$ cat config.mk
export PLATFORM = sky130hd
export DESIGN_NAME = midi_event_tx
export DESIGN_NICKNAME = d
export VERILOG_FILES = /design/src/rtl/midi_pkg.sv /design/src/rtl/midi_event_tx_uart.sv /design/src/rtl/midi_event_tx.sv
export SDC_FILE = /design/constraint.sdc
export NUM_CORES = 1
export LEC_CHECK = 0
export ABC_AREA = 0
export CORE_MARGIN = 3
export CORE_UTILIZATION = 40
export DETAILED_ROUTE_END_ITERATION = 10
export PLACE_DENSITY = 0.54
export SYNTH_ARGS = -nofsm -noshare
export SYNTH_HDL_FRONTEND = slang
export SYNTH_SLANG_ARGS = --single-unit
$ cat constraint.sdc
create_clock -name CLOCK_50 -period 5.82 [get_ports CLOCK_50]
set_input_delay 1.746 -clock CLOCK_50 [delete_from_list [all_inputs] [get_ports CLOCK_50]]
set_output_delay 1.746 -clock CLOCK_50 [all_outputs]
set_load 0.02 [all_outputs]
$ cat src/rtl/midi_pkg.sv
// Shared MIDI event types, status nibbles and byte formatting helpers.
package midi_pkg;

    typedef enum logic [1:0] {
        EV_NOTE_OFF = 2'd0,
        EV_NOTE_ON  = 2'd1,
        EV_CTRL     = 2'd2,
        EV_ALL_OFF  = 2'd3
    } ev_type_e;

    localparam logic [3:0] ST_NOTE_OFF      = 4'h8;
    localparam logic [3:0] ST_NOTE_ON       = 4'h9;
    localparam logic [3:0] ST_CTRL          = 4'hB;
    localparam logic [7:0] CC_ALL_NOTES_OFF = 8'h7B;
    // Never a legal status byte, so the first event after reset always sends its status.
    localparam logic [7:0] STATUS_NONE      = 8'h00;

    typedef struct packed {
        ev_type_e   kind;
        logic [3:0] chan;
        logic [6:0] key;
        logic [6:0] val;
    } midi_event_t;

    // Channel-voice status byte for an event.
    function automatic logic [7:0] status_of(input midi_event_t ev);
        logic [3:0] nib;
        case (ev.kind)
            EV_NOTE_OFF: nib = ST_NOTE_OFF;
            EV_NOTE_ON:  nib = ST_NOTE_ON;
            default:     nib = ST_CTRL;
        endcase
        return {nib, ev.chan};
    endfunction

    // First data byte: key / controller number, or the all-notes-off controller.
    function automatic logic [7:0] data1_of(input midi_event_t ev);
        return (ev.kind == EV_ALL_OFF) ? CC_ALL_NOTES_OFF : {1'b0, ev.key};
    endfunction

    // Second data byte: velocity / controller value, zero for all-notes-off.
    function automatic logic [7:0] data2_of(input midi_event_t ev);
        return (ev.kind == EV_ALL_OFF) ? 8'h00 : {1'b0, ev.val};
    endfunction

endpackage

$ cat src/rtl/midi_event_tx_uart.sv
// 8N1 UART transmitter; back-to-back frames with no idle gap.
module midi_uart_tx #(
    parameter int unsigned BIT_DIV = 1600
) (
    input  logic       CLOCK_50,
    input  logic       reset_reg_N,
    input  logic [7:0] data_byte,
    input  logic       byte_valid,
    output logic       uart_ready,
    output logic       midi_tx,
    output logic       byte_sent
);

    localparam int unsigned DIV_W = 11;
    localparam int unsigned CNT_W = 4;
    localparam logic [DIV_W-1:0] DIV_LAST = DIV_W'(BIT_DIV - 1);
    localparam logic [CNT_W-1:0] STOP_BIT = CNT_W'(9);
    localparam logic [CNT_W-1:0] LAST_DATA = CNT_W'(8);

    logic             active, active_nxt;
    logic [DIV_W-1:0] div_q, div_nxt;
    logic [CNT_W-1:0] bit_q, bit_nxt;
    logic [7:0]       shift_q, shift_nxt;
    logic             tx_nxt;
    logic             last_nxt;
    logic             load;

    // Ready is high while idle and during the last stop-bit cycle, so a load
    // there starts the next start bit immediately.
    assign load = byte_valid && uart_ready;

    // Next-state for divider, bit counter, shifter and line level.
    always_comb begin
        active_nxt = active;
        div_nxt    = div_q;
        bit_nxt    = bit_q;
        shift_nxt  = shift_q;
        tx_nxt     = midi_tx;
        if (active && div_q != DIV_LAST) begin
            div_nxt = div_q + DIV_W'(1);
        end else if (active && bit_q != STOP_BIT) begin
            div_nxt = '0;
            bit_nxt = bit_q + CNT_W'(1);
            if (bit_q == LAST_DATA) begin
                tx_nxt = 1'b1;
            end else begin
                tx_nxt    = shift_q[0];
                shift_nxt = {1'b0, shift_q[7:1]};
            end
        end else if (load) begin
            active_nxt = 1'b1;
            div_nxt    = '0;
            bit_nxt    = '0;
            shift_nxt  = data_byte;
            tx_nxt     = 1'b0;
        end else begin
            active_nxt = 1'b0;
            div_nxt    = '0;
            bit_nxt    = '0;
            tx_nxt     = 1'b1;
        end
        last_nxt = active_nxt && (bit_nxt == STOP_BIT) && (div_nxt == DIV_LAST);
    end

    // Frame state and registered outputs.
    always_ff @(posedge CLOCK_50 or negedge reset_reg_N) begin
        if (!reset_reg_N) begin
            active     <= 1'b0;
            div_q      <= '0;
            bit_q      <= '0;
            shift_q    <= '0;
            midi_tx    <= 1'b1;
            uart_ready <= 1'b1;
            byte_sent  <= 1'b0;
        end else begin
            active     <= active_nxt;
            div_q      <= div_nxt;
            bit_q      <= bit_nxt;
            shift_q    <= shift_nxt;
            midi_tx    <= tx_nxt;
            uart_ready <= !active_nxt || last_nxt;
            byte_sent  <= last_nxt;
        end
    end

endmodule

$ cat src/rtl/midi_event_tx.sv
// MIDI OUT: event FIFO, running-status formatter and 31250-baud serialiser.
module midi_event_tx
    import midi_pkg::*;
#(
    parameter int unsigned CLK_HZ         = 50000000,
    parameter int unsigned BAUD           = 31250,
    parameter int unsigned DEPTH          = 8,
    parameter int unsigned AW             = 3,
    parameter int unsigned RUNNING_STATUS = 1
) (
    input  logic          CLOCK_50,
    input  logic          reset_reg_N,
    input  logic          ev_valid,
    output logic          ev_ready,
    input  logic [1:0]    ev_type,
    input  logic [3:0]    ev_chan,
    input  logic [6:0]    ev_key,
    input  logic [6:0]    ev_val,
    output logic          midi_tx,
    output logic          busy,
    output logic          byte_sent,
    output logic [AW:0]   fifo_level
);

    localparam int unsigned BIT_DIV    = CLK_HZ / BAUD;
    localparam logic [AW:0] FULL_LEVEL = (AW + 1)'(DEPTH);

    typedef enum logic [2:0] {IDLE, LOAD, STATUS, DATA1, DATA2, WAIT} state_e;

    state_e      state, state_nxt;
    midi_event_t mem [DEPTH];
    midi_event_t ev_in, ev_q;
    logic [AW-1:0] wr_ptr, rd_ptr;
    logic [7:0]  status_q, d1_q, d2_q, last_status;
    logic        push, pop, commit;
    logic [7:0]  data_byte;
    logic        byte_valid, uart_ready;

    assign ev_in    = {ev_type, ev_chan, ev_key, ev_val};
    assign ev_ready = (fifo_level != FULL_LEVEL);
    assign push     = ev_valid && ev_ready;
    // The UART is still on the line during its final stop cycle, where ready is already high.
    assign busy     = (fifo_level != '0) || (state != IDLE) || !uart_ready || byte_sent;

    // FIFO storage; contents are don't-care until written, so no reset.
    always_ff @(posedge CLOCK_50) begin
        if (push) begin
            mem[wr_ptr] <= ev_in;
        end
    end

    // FIFO pointers and occupancy.
    always_ff @(posedge CLOCK_50 or negedge reset_reg_N) begin
        if (!reset_reg_N) begin
            wr_ptr     <= '0;
            rd_ptr     <= '0;
            fifo_level <= '0;
        end else begin
            if (push) wr_ptr <= wr_ptr + AW'(1);
            if (pop)  rd_ptr <= rd_ptr + AW'(1);
            case ({push, pop})
                2'b10:   fifo_level <= fifo_level + (AW + 1)'(1);
                2'b01:   fifo_level <= fifo_level - (AW + 1)'(1);
                default: fifo_level <= fifo_level;
            endcase
        end
    end

    // Formatter state, event register, formatted bytes and running status.
    always_ff @(posedge CLOCK_50 or negedge reset_reg_N) begin
        if (!reset_reg_N) begin
            state       <= IDLE;
            ev_q        <= '0;
            status_q    <= STATUS_NONE;
            d1_q        <= '0;
            d2_q        <= '0;
            last_status <= STATUS_NONE;
        end else begin
            state <= state_nxt;
            if (pop) ev_q <= mem[rd_ptr];
            if (state == LOAD) begin
                status_q <= status_of(ev_q);
                d1_q     <= data1_of(ev_q);
                d2_q     <= data2_of(ev_q);
            end
            if (commit) last_status <= status_q;
        end
    end

    // Next-state and byte hand-off; each byte waits in its state for the UART.
    always_comb begin
        state_nxt  = state;
        pop        = 1'b0;
        commit     = 1'b0;
        byte_valid = 1'b0;
        data_byte  = status_q;
        case (state)
            IDLE: begin
                if (fifo_level != '0) begin
                    pop       = 1'b1;
                    state_nxt = LOAD;
                end
            end
            LOAD: begin
                if (RUNNING_STATUS != 0 && status_of(ev_q) == last_status) begin
                    state_nxt = DATA1;
                end else begin
                    state_nxt = STATUS;
                end
            end
            STATUS: begin
                byte_valid = 1'b1;
                data_byte  = status_q;
                if (uart_ready) state_nxt = DATA1;
            end
            DATA1: begin
                byte_valid = 1'b1;
                data_byte  = d1_q;
                if (uart_ready) state_nxt = DATA2;
            end
            DATA2: begin
                byte_valid = 1'b1;
                data_byte  = d2_q;
                if (uart_ready) begin
                    commit    = 1'b1;
                    state_nxt = IDLE;
                end
            end
            // WAIT is never entered; any stray encoding recovers to IDLE.
            default: state_nxt = IDLE;
        endcase
    end

    midi_uart_tx #(
        .BIT_DIV (BIT_DIV)
    ) u_uart (
        .CLOCK_50    (CLOCK_50),
        .reset_reg_N (reset_reg_N),
        .data_byte   (data_byte),
        .byte_valid  (byte_valid),
        .uart_ready  (uart_ready),
        .midi_tx     (midi_tx),
        .byte_sent   (byte_sent)
    );

endmodule

==> results.toml, run 1 <==
[setup_path]
cp-start-kind = "register"
critPathKind = "register to output port"
crit_family = "simple AND/OR/NAND/NOR gates"
slowest_delay_ns = 0.67
crit_slowest_cell = "nor4_1"
cp_max_fo = 6
rrSetupSlack_ns = 2.67
crit_arrival_ns = 2.34
worstPathCellList = "nor4_1 -> nand2_1 -> clkdlybuf4s50_1"
critPathBufInv = 1
worst_setup_path_end_kind = "output port"
required_ns = 4.07

[route]
dr.pass1.iters = 5
antenna_left = 0
drtIter0Drc = 336
wl_um = 19500
detail_route.wl_per_cell_um = 18.5
viasPerCell = 5.25
drc_errors = 0
vias = 5518

[global_routing]
grt_pass1_vias = 5811
grt_max_degree = 89
grt_remaining_overflow = 0
grt_pass1_wl_um = 31600
antenna_found_initial = 0
grt_usage = 0.141

[clock_network]
cts_buffers = 27
cts-root-buf = "clkbuf_16"
cts_hold_buf = 0
cts_max_path_buffers = 3
clk-insertion-delay-late_ns = 0.52
cts_tree = "built"
cts_resized = 0
clock_sinks = 248
post-cts-setup-buffers = 0
htree_levels = 1
clkTransAtPathRegs_ns = 0.06

[floorplanning]
start_util = 0.407
io_pins = 31
dieWidth_um = 166
num_rows = 58
die_y_um = 166
die_area_um2 = 27700
core-area_um2 = 25300

[timing]
slew_headroom = 0.260
setup_viol = 0
setup_tns_ns = 0
finalClockSkew_ns = 0.00911
rsz0062_at_grt = "no"
layout_min_cycle_time_ns = 4.09
slew_violations = 0
hold_viol_final = 0
max_slew.worst_pin.slew_ns = 1.11
timing.fmax_ghz = 0.245
period_share = 0.703

[run]
cap_violations = 0

[finish]
final_util = 0.470
nNetsFinal = 736
drive_gt1_frac = 0.180
finalInstanceArea_um2 = 11900
syn2layout_area_growth_pct = 15.5
antenna_cells = 0

[synthesis]
syn_inst = 666
yosys_most_used_dff = "edfxtp_1"
yosysWarnings = 0
syn_area_per_cell_um2 = 15.4
syn_nets = 699
syn_area_um2 = 10300
synth_enable_flop_cells = 160
synth-seq-cells = 248
ys_seq_area_frac = 0.682
ys_types = 53
async_reset_ff_frac = 0.355

[placement]
portBuffers = 30
placed_cell_area_um2 = 11000
gp_congestion = 0.813
hpwl_um = 12000

[power_and_ir_drop]
powerDensity_nw_per_um2 = 467
power.leakage_uw = 0.00429
vdd_ir_drop_max_mv = 0.249

[worst_hold_path]
hp-class = "register to register"

[outcome]
outcome = "finished, final reports clean"
worst reg2reg max path: cells and delay by family (launching register included):
family | cells | cell delay (ns)
AO/OA/AOI/OAI | 2 | 0.35
XOR/XNOR | 2 | 0.28
adder cells (fa/ha/maj) | 2 | 0.52
buffers and inverters | 2 | 0.48
flip-flops | 1 | 0.44
AND/OR/NAND/NOR | 3 | 0.96
layout by cell type (no fill, tap or decap), types with 3 or more instances in the layout:
| cell type | instances |
|---|---|
| a21oi_1 | 11 |
| a22o_1 | 12 |
| a22oi_1 | 6 |
| a31oi_1 | 8 |
| and3_1 | 5 |
| buf_4 | 14 |
| bufinv_16 | 3 |
| clkbuf_1 | 5 |
| clkbuf_16 | 29 |
| clkdlybuf4s50_1 | 29 |
| clkinv_2 | 4 |
| dfrtp_1 | 85 |
| edfxtp_1 | 160 |
| ha_1 | 9 |
| inv_1 | 8 |
| mux2_2 | 14 |
| mux2_4 | 7 |
| mux2i_1 | 22 |
| mux4_2 | 40 |
| nand2_1 | 68 |
| nand2b_1 | 6 |
| nand3_1 | 13 |
| nand3b_1 | 6 |
| nand4_1 | 6 |
| nor2_1 | 30 |
| nor2_2 | 3 |
| nor2b_1 | 3 |
| nor3_1 | 5 |
| nor3_2 | 4 |
| nor4_1 | 3 |
| nor4b_1 | 3 |
| o21ai_0 | 42 |
| o31ai_1 | 3 |
| xnor2_1 | 11 |
| xor2_1 | 11 |
flip-flops by register name, indices dropped and copies added, names as in the netlist:
name / flops
mem: 160
ev_q: 20
u_uart.div_q: 11
u_uart.shift_q: 8
d1_q: 7
d2_q: 7
last_status: 7
status_q: 7
fifo_level: 4
u_uart.bit_q: 4
rd_ptr: 3
state: 3
wr_ptr: 3
u_uart.active: 1
u_uart.byte_sent: 1
u_uart.midi_tx: 1
u_uart.uart_ready: 1
where the power goes:
group	internal, µW	leakage, µW	total, µW	switching (µW)
registers	2260	0.00256	2510	251
clock network	1050	0.000436	1700	653
logic	618	0.00129	1330	712
synth_stat cells (5+ instances only):
library cell    n  area, µm²
nand3b_1        6       45.0
nor3_1          9       45.0
nand4_1         6       37.5
o21ai_0        42        210
a31oi_1         8       50.1
dfrtp_1        86       2150
clkbuf_1       23       86.3
nand2_1        68        255
xnor2_1        11       96.3
nand3_1        13       65.1
mux4_2         40        901
mux2_2         14        158
ha_1            9        113
buf_2           5       25.0
mux2i_1        22        220
and3_1          5       31.3
nand2b_1        6       37.5
nor2_1         33        124
a22o_1         12        105
a21oi_1        11       55.1
mux2_4          7        105
xor2_1         11       96.3
inv_1           8       30.0
a22oi_1         6       45.0
buf_1           5       18.8
edfxtp_1      160       4800
cell families after synthesis:
family / count (synthesis) / share of synthesized area
AO/OA/AOI/OAI: 92 / 0.0554
XOR/XNOR: 22 / 0.0187
adder cells (fa/ha/maj): 10 / 0.0129
buffers and inverters: 43 / 0.0178
flip-flops: 248 / 0.682
multiplexers: 83 / 0.135
AND/OR/NAND/NOR: 168 / 0.0788
layout make-up:
type / count / area (µm²)
Fill cell: 2185 / 13400
Tap cell: 330 / 413
Inverter: 8 / 30.0
Clock buffer: 35 / 758
Sequential cell: 248 / 7010
Clock inverter: 12 / 141
Timing Repair Buffer: 43 / 395
Multi-Input combinational cell: 375 / 3120
through the flow:
stage          cells  total power, µW  setup slack, ns  hold slack, ns
2_1_floorplan    666             3450             1.52           0.450
3_3_place_gp    1004             3870             1.95           0.470
3_5_place_dp    1004             3910             1.88           0.472
4_1_cts         1051             5630             1.63           0.485
5_1_grt         1051             5860             1.51           0.518
6_report        1051             5540             1.73           0.482
path summary, 6_finish.rpt:
check                                   start         endpoint  depth (start not counted)
worst max-delay path            fifo_level[0]             busy                          3
worst min-delay path                  d1_q[4]          d1_q[4]                          2
worst max register to register  fifo_level[0]    fifo_level[3]                         11
worst min register to register        d1_q[4]          d1_q[4]                          2
max in group asynchronous         reset_reg_N        rd_ptr[0]                          1
min in group asynchronous         reset_reg_N  u_uart.bit_q[0]                          1
routing by layer:
metal  share of wire  global-route usage
met5               0                   0
met4           0.027              0.0395
met3           0.030              0.0226
met2            0.49               0.237
met1            0.45               0.191
Note: power is estimated with default switching activity, not from simulation.
==> run 2, diff against run 1 <==
==> constraint.sdc (replaced) <==
create_clock -name CLOCK_50 -period 3.9 [get_ports CLOCK_50]
set_input_delay 1.17 -clock CLOCK_50 [delete_from_list [all_inputs] [get_ports CLOCK_50]]
set_output_delay 1.17 -clock CLOCK_50 [all_outputs]
set_load 0.02 [all_outputs]
==> run 2 against run 1 <==
  * Combinational power is 44% higher
  * Sequential cell count stayed put
  * Total power is 49% higher
  * Largest cell class unchanged
  * Die area stayed put
  * Largest power group unchanged
  * Clock power is 46% higher
  * Non-clock buffer count is 3 higher
  * Critical path type unchanged
  * Utilization hardly changed
  * Clock skew is 0.0098 ns higher
  * Critical path depth is 1 higher
==> results.toml, run 2 (synthesis results as in run 1) <==
[timing]
finalClockSkew_ns = 0.0189
layout_min_cycle_time_ns = 3.56
setup_viol = 0
setup_tns_ns = 0
max_slew.worst_pin.slew_ns = 1.08
timing.fmax_ghz = 0.281
slew_headroom = 0.277
hold_viol_final = 0
period_share = 0.913
setup_slack_ns = 0.341
slew_violations = 0
rsz0062_at_grt = "no"

[route]
drtIter0Drc = 362
dr.pass1.iters = 4
detail_route.wl_per_cell_um = 18.9
antenna_left = 0
wl_um = 19900
drc_errors = 0
viasPerCell = 5.21
vias = 5512

[floorplanning]
io_pins = 31
start_util = 0.407
die_y_um = 166
num_rows = 58
dieWidth_um = 166
die_area_um2 = 27700
core-area_um2 = 25300

[finish]
layout.cells.non_filler = 1057
final_common_cell = "edfxtp_1"
largest_register_ff_count = 160
largest_registers = "mem: 160 flops, ev_q: 20 flops, u_uart.div_q: 11 flops"
regMostFlops = "mem"
antenna_cells = 0
drive_gt1_frac = 0.177
nNetsFinal = 739
mostFrequentLayoutCells = "160 x edfxtp_1, 85 x dfrtp_1, 68 x nand2_1, 42 x o21ai_0, 40 x mux4_2"
syn2layout_area_growth_pct = 15.4

[clock_network]
cts_hold_buf = 0
cts_buffers = 27
post-cts-setup-buffers = 0
htree_levels = 1
cts_max_path_buffers = 3
clock_sinks = 248
clkTransAtPathRegs_ns = 0.06
clk-insertion-delay-late_ns = 0.54
cts-root-buf = "clkbuf_16"
cts_resized = 0
cts_tree = "built"

[worst_hold_path]
hp-start = "d2_q[0]"
holdPathEnd = "d2_q[0]"
holdPathStages = 2
hp-class = "register to register"

[placement]
hpwl_um = 12400
pre_cts_ws_ns = 0.533
dp.cells = 1007
portBuffers = 30
gp_congestion = 0.791

[run]
cap_violations = 0

[setup_path]
r2r_end = "fifo_level[3]"
cp_max_fo = 15
rrSetupSlack_ns = 1.22
worst_setup_path_end_kind = "output port"
r2r_start = "fifo_level[0]"
required_ns = 2.73
cp-start-kind = "register"
reg2reg_depth = 10
critPathKind = "register to output port"
crit_arrival_ns = 2.39

[power_and_ir_drop]
power.leakage_uw = 0.00430
p_switching_uw = 2440
powerDensity_nw_per_um2 = 695
pwr-share-clk = 0.302
p_int_uw = 5800
p_comb_frac = 0.233
switching_share = 0.296
vdd_ir_drop_max_mv = 0.333
p_seq_frac = 0.464

[global_routing]
grt_usage = 0.146
grt_pass1_wl_um = 32700
grt_pass1_vias = 5896
antenna_found_initial = 0
grt_remaining_overflow = 0
grt_max_degree = 60

[outcome]
outcome = "finished, final reports clean"
## run 2: worst max-delay path by stage
stage                       start             to  slack (ns)  depth (start not counted)
floorplan                ev_valid      mem[0][0]        0.17                          2
global placement         ev_valid  fifo_level[3]        0.62                          9
detailed placement       ev_valid  fifo_level[3]        0.53                          9
CTS                      state[0]           busy        0.31                          4
global route        fifo_level[0]           busy        0.18                          3
finish                   state[0]           busy        0.34                          4
## run 2: worst max-delay path, stage by stage, from the launching register on
cell	delay (ns)
dfrtp_1	0.54
or2_2	0.37
nor4b_1	0.24
nand2_1	0.13
clkdlybuf4s50_1	0.58
## run 2: routing by layer
| layer | vias to the layer above | routed length [µm] | track usage |
|---|---|---|---|
| met2 | 77 | 9990 | 0.250 |
| li1 | 2610 | - | - |
| met5 | - | 0 | 0 |
| met4 | 0 | 410 | 0.0337 |
| met1 | 2788 | 8790 | 0.197 |
| met3 | 37 | 742 | 0.0262 |
## run 2: cell type report
type | instances | area, µm²
timing repair buffer | 46 | 418
sequential | 248 | 7010
inverter | 8 | 30.0
multi-input combinational | 375 | 3120
clock inverter | 13 | 149
tap | 330 | 413
fill | 2214 | 13400
clock buffer | 37 | 723
## run 2: power by group through the flow
stage          Combinational, µW  Sequential (µW)  Clock, µW
3_5_place_dp                1970             3880          0
3_3_place_gp                1930             3850          0
4_1_cts                     1980             3830       2560
5_1_grt                     2150             3910       2690
6_report                    1920             3830       2490
2_1_floorplan               1480             3670          0
## run 2: through the flow
stage	hold slack [ns]	util	cell area, µm²	total power [µW]
finish	0.488	0.470	11900	8240
global route	0.519	0.470	11900	8740
CTS	0.496	0.470	11900	8370
detailed placement	0.482	0.435	11000	5850
global placement	0.477	0.435	11000	5780
floorplan	0.450	-	10300	5150
==> run 3, diff against run 2 <==
--- a/config.mk
+++ b/config.mk
@@ -6,6 +6,7 @@
 export NUM_CORES = 1
 export LEC_CHECK = 0
 export ABC_AREA = 0
+export CORE_ASPECT_RATIO = 1.75
 export CORE_MARGIN = 3
 export CORE_UTILIZATION = 40
 export DETAILED_ROUTE_END_ITERATION = 10
@@ -13,3 +14,4 @@
 export SYNTH_ARGS = -nofsm -noshare
 export SYNTH_HDL_FRONTEND = slang
 export SYNTH_SLANG_ARGS = --single-unit
+export TNS_END_PERCENT = 1
==> run 3 against run 2 <==
  * Register-to-register slack barely moved
  * Sequential cell count did not move
  * Cell area down 0.80%
  * Utilization is 0.35 points lower
  * First-iteration DRC count fell by 22%
  * Largest cell class unchanged
  * Hold slack got worse by 0.0037 ns
  * Total power down 2.5%
  * Combinational power decreased by 2%
  * Global-route usage increased by 0.54 points
==> results.toml, run 3 (synthesis results as in run 1) <==
[outcome]
outcome = "finished, final reports clean"

[floorplanning]
core-area_um2 = 25200
io_pins = 31
start_util = 0.407
num_rows = 77
die_y_um = 218
die_area_um2 = 27700
dieWidth_um = 127

[setup_path]
slowest_delay_ns = 0.54
cp-start-kind = "register"
crit_arrival_ns = 2.32
rrSetupSlack_ns = 1.23
cp_max_fo = 15
crit_family = "simple AND/OR/NAND/NOR gates"
critPathBufInv = 1
worst_setup_path_end_kind = "output port"
critPathLaunch = "state[0]"
cp_num_cells = 4
critPathKind = "register to output port"
r2r_end = "fifo_level[3]"
reg2reg_depth = 10
crit_slowest_cell = "clkdlybuf4s50_1"
worstPathCellList = "or2_2 -> nor4b_1 -> nand2_1 -> clkdlybuf4s50_1"
endpoint = "busy"
r2r_start = "state[0]"
required_ns = 2.73

[timing]
setup_viol = 0
setup_tns_ns = 0
hold_viol_final = 0
slew_violations = 0
timing.fmax_ghz = 0.286
slew_headroom = 0.213
max_slew.worst_pin.slew_ns = 1.18
period_share = 0.896
rsz0062_at_grt = "no"
finalClockSkew_ns = 0.0110
layout_min_cycle_time_ns = 3.49

[route]
drc_errors = 0
detail_route.wl_per_cell_um = 19.4
route.met2.wl_um = 11300
antenna_left = 0
wl_met3_um = 659
viasPerCell = 5.34
wl_um = 20200
top_layer_used = "met4"
dr.pass1.iters = 4
vias = 5558
drtIter0Drc = 283
wl_met1_um = 7690

[finish]
mostFrequentLayoutCells = "160 x edfxtp_1, 85 x dfrtp_1, 68 x nand2_1, 42 x o21ai_0, 40 x mux4_2"
drive_gt1_frac = 0.182
largest_register_ff_count = 160
antenna_cells = 0
syn2layout_area_growth_pct = 14.5
layout.cells.non_filler = 1040
multi_input_area_um2 = 3120
regArea_um2 = 7010
nNetsFinal = 738
regMostFlops = "mem"
largest_registers = "mem: 160 flops, ev_q: 20 flops, u_uart.div_q: 11 flops"
fill_cells = 2238
final_common_cell = "edfxtp_1"

[global_routing]
antenna_found_initial = 0
grt_pass1_wl_um = 32800
grt_pass1_vias = 5892
grt_remaining_overflow = 0
grt_max_degree = 60
grt_usage = 0.151

[power_and_ir_drop]
power.leakage_uw = 0.00426
vdd_ir_drop_max_mv = 0.427
powerDensity_nw_per_um2 = 683

[worst_hold_path]
hp-class = "register to register"

[clock_network]
clkTransAtPathRegs_ns = 0.06
post-cts-setup-buffers = 0
htree_levels = 1
cts_resized = 0
cts_max_path_buffers = 3
cts_buffers = 25
cts_hold_buf = 0
cts-root-buf = "clkbuf_16"
clock_sinks = 248
clk-insertion-delay-late_ns = 0.53
cts_tree = "built"

[placement]
portBuffers = 30
hpwl_um = 13100
gp_congestion = 0.798
dp.cells = 994

[run]
cap_violations = 0
[run 3: changes by cell type in the layout (fill, tap and decap cells not counted), moves of 2 or more]
cell and delta:
clkbuf_1 -3, clkinv_4 +2, clkinv_1 -3, clkinvlp_4 +2
clkbuf_16 -2
[run 3: final cells by class]
type	instances	area share
Inverter	8	0.00255
Clock buffer	31	0.0551
Sequential cell	248	0.596
Tap cell	316	0.0336
Clock inverter	15	0.0118
Timing Repair Buffer	47	0.0361
Multi-Input combinational cell	375	0.265
[run 3: metal layers]
metal  vias up  global-route usage
met1      2816               0.174
met2        84               0.284
met4         0              0.0544
met5         -                   0
li1       2614                   -
met3        44              0.0213
[run 3: per-stage QoR]
step	instance area (µm²)	hold WS (ns)	worst slack [ns]	utilization	total power (µW)
2_1_floorplan	10300	0.450	0.173	-	5150
3_3_place_gp	11000	0.468	0.610	0.435	5790
3_5_place_dp	11000	0.474	0.565	0.435	5860
4_1_cts	11800	0.489	0.383	0.466	8190
5_1_grt	11800	0.510	0.218	0.466	8530
6_report	11800	0.484	0.406	0.466	8040
[run 3: tightest hold or removal path, delay by kind of cell, from the launching register on]
kind               cells  cell delay, ns
AOI/OAI and AO/OA      1            0.06
DFF                    1            0.35
and+or+nand+nor        1            0.05
[run 3: worst min-delay path by stage]
stage / cells after the start / from / end / slack, ns
final: 2 / ev_q[13] / ev_q[13] / 0.48
after global placement: 2 / ev_q[12] / ev_q[12] / 0.47
after detailed placement: 2 / ev_q[12] / ev_q[12] / 0.47
after global routing: 2 / d2_q[0] / d2_q[0] / 0.51
after floorplan: 2 / ev_q[0] / ev_q[0] / 0.45
after CTS: 2 / ev_q[13] / ev_q[13] / 0.49
[run 3: report_power, final]
group	internal [µW]	total, µW	leakage (µW)	switching [µW]
combinational	942	1880	0.00131	939
sequential	3370	3860	0.00256	499
clock	1320	2290	0.000379	974
total	5630	8040	0.00426	2410
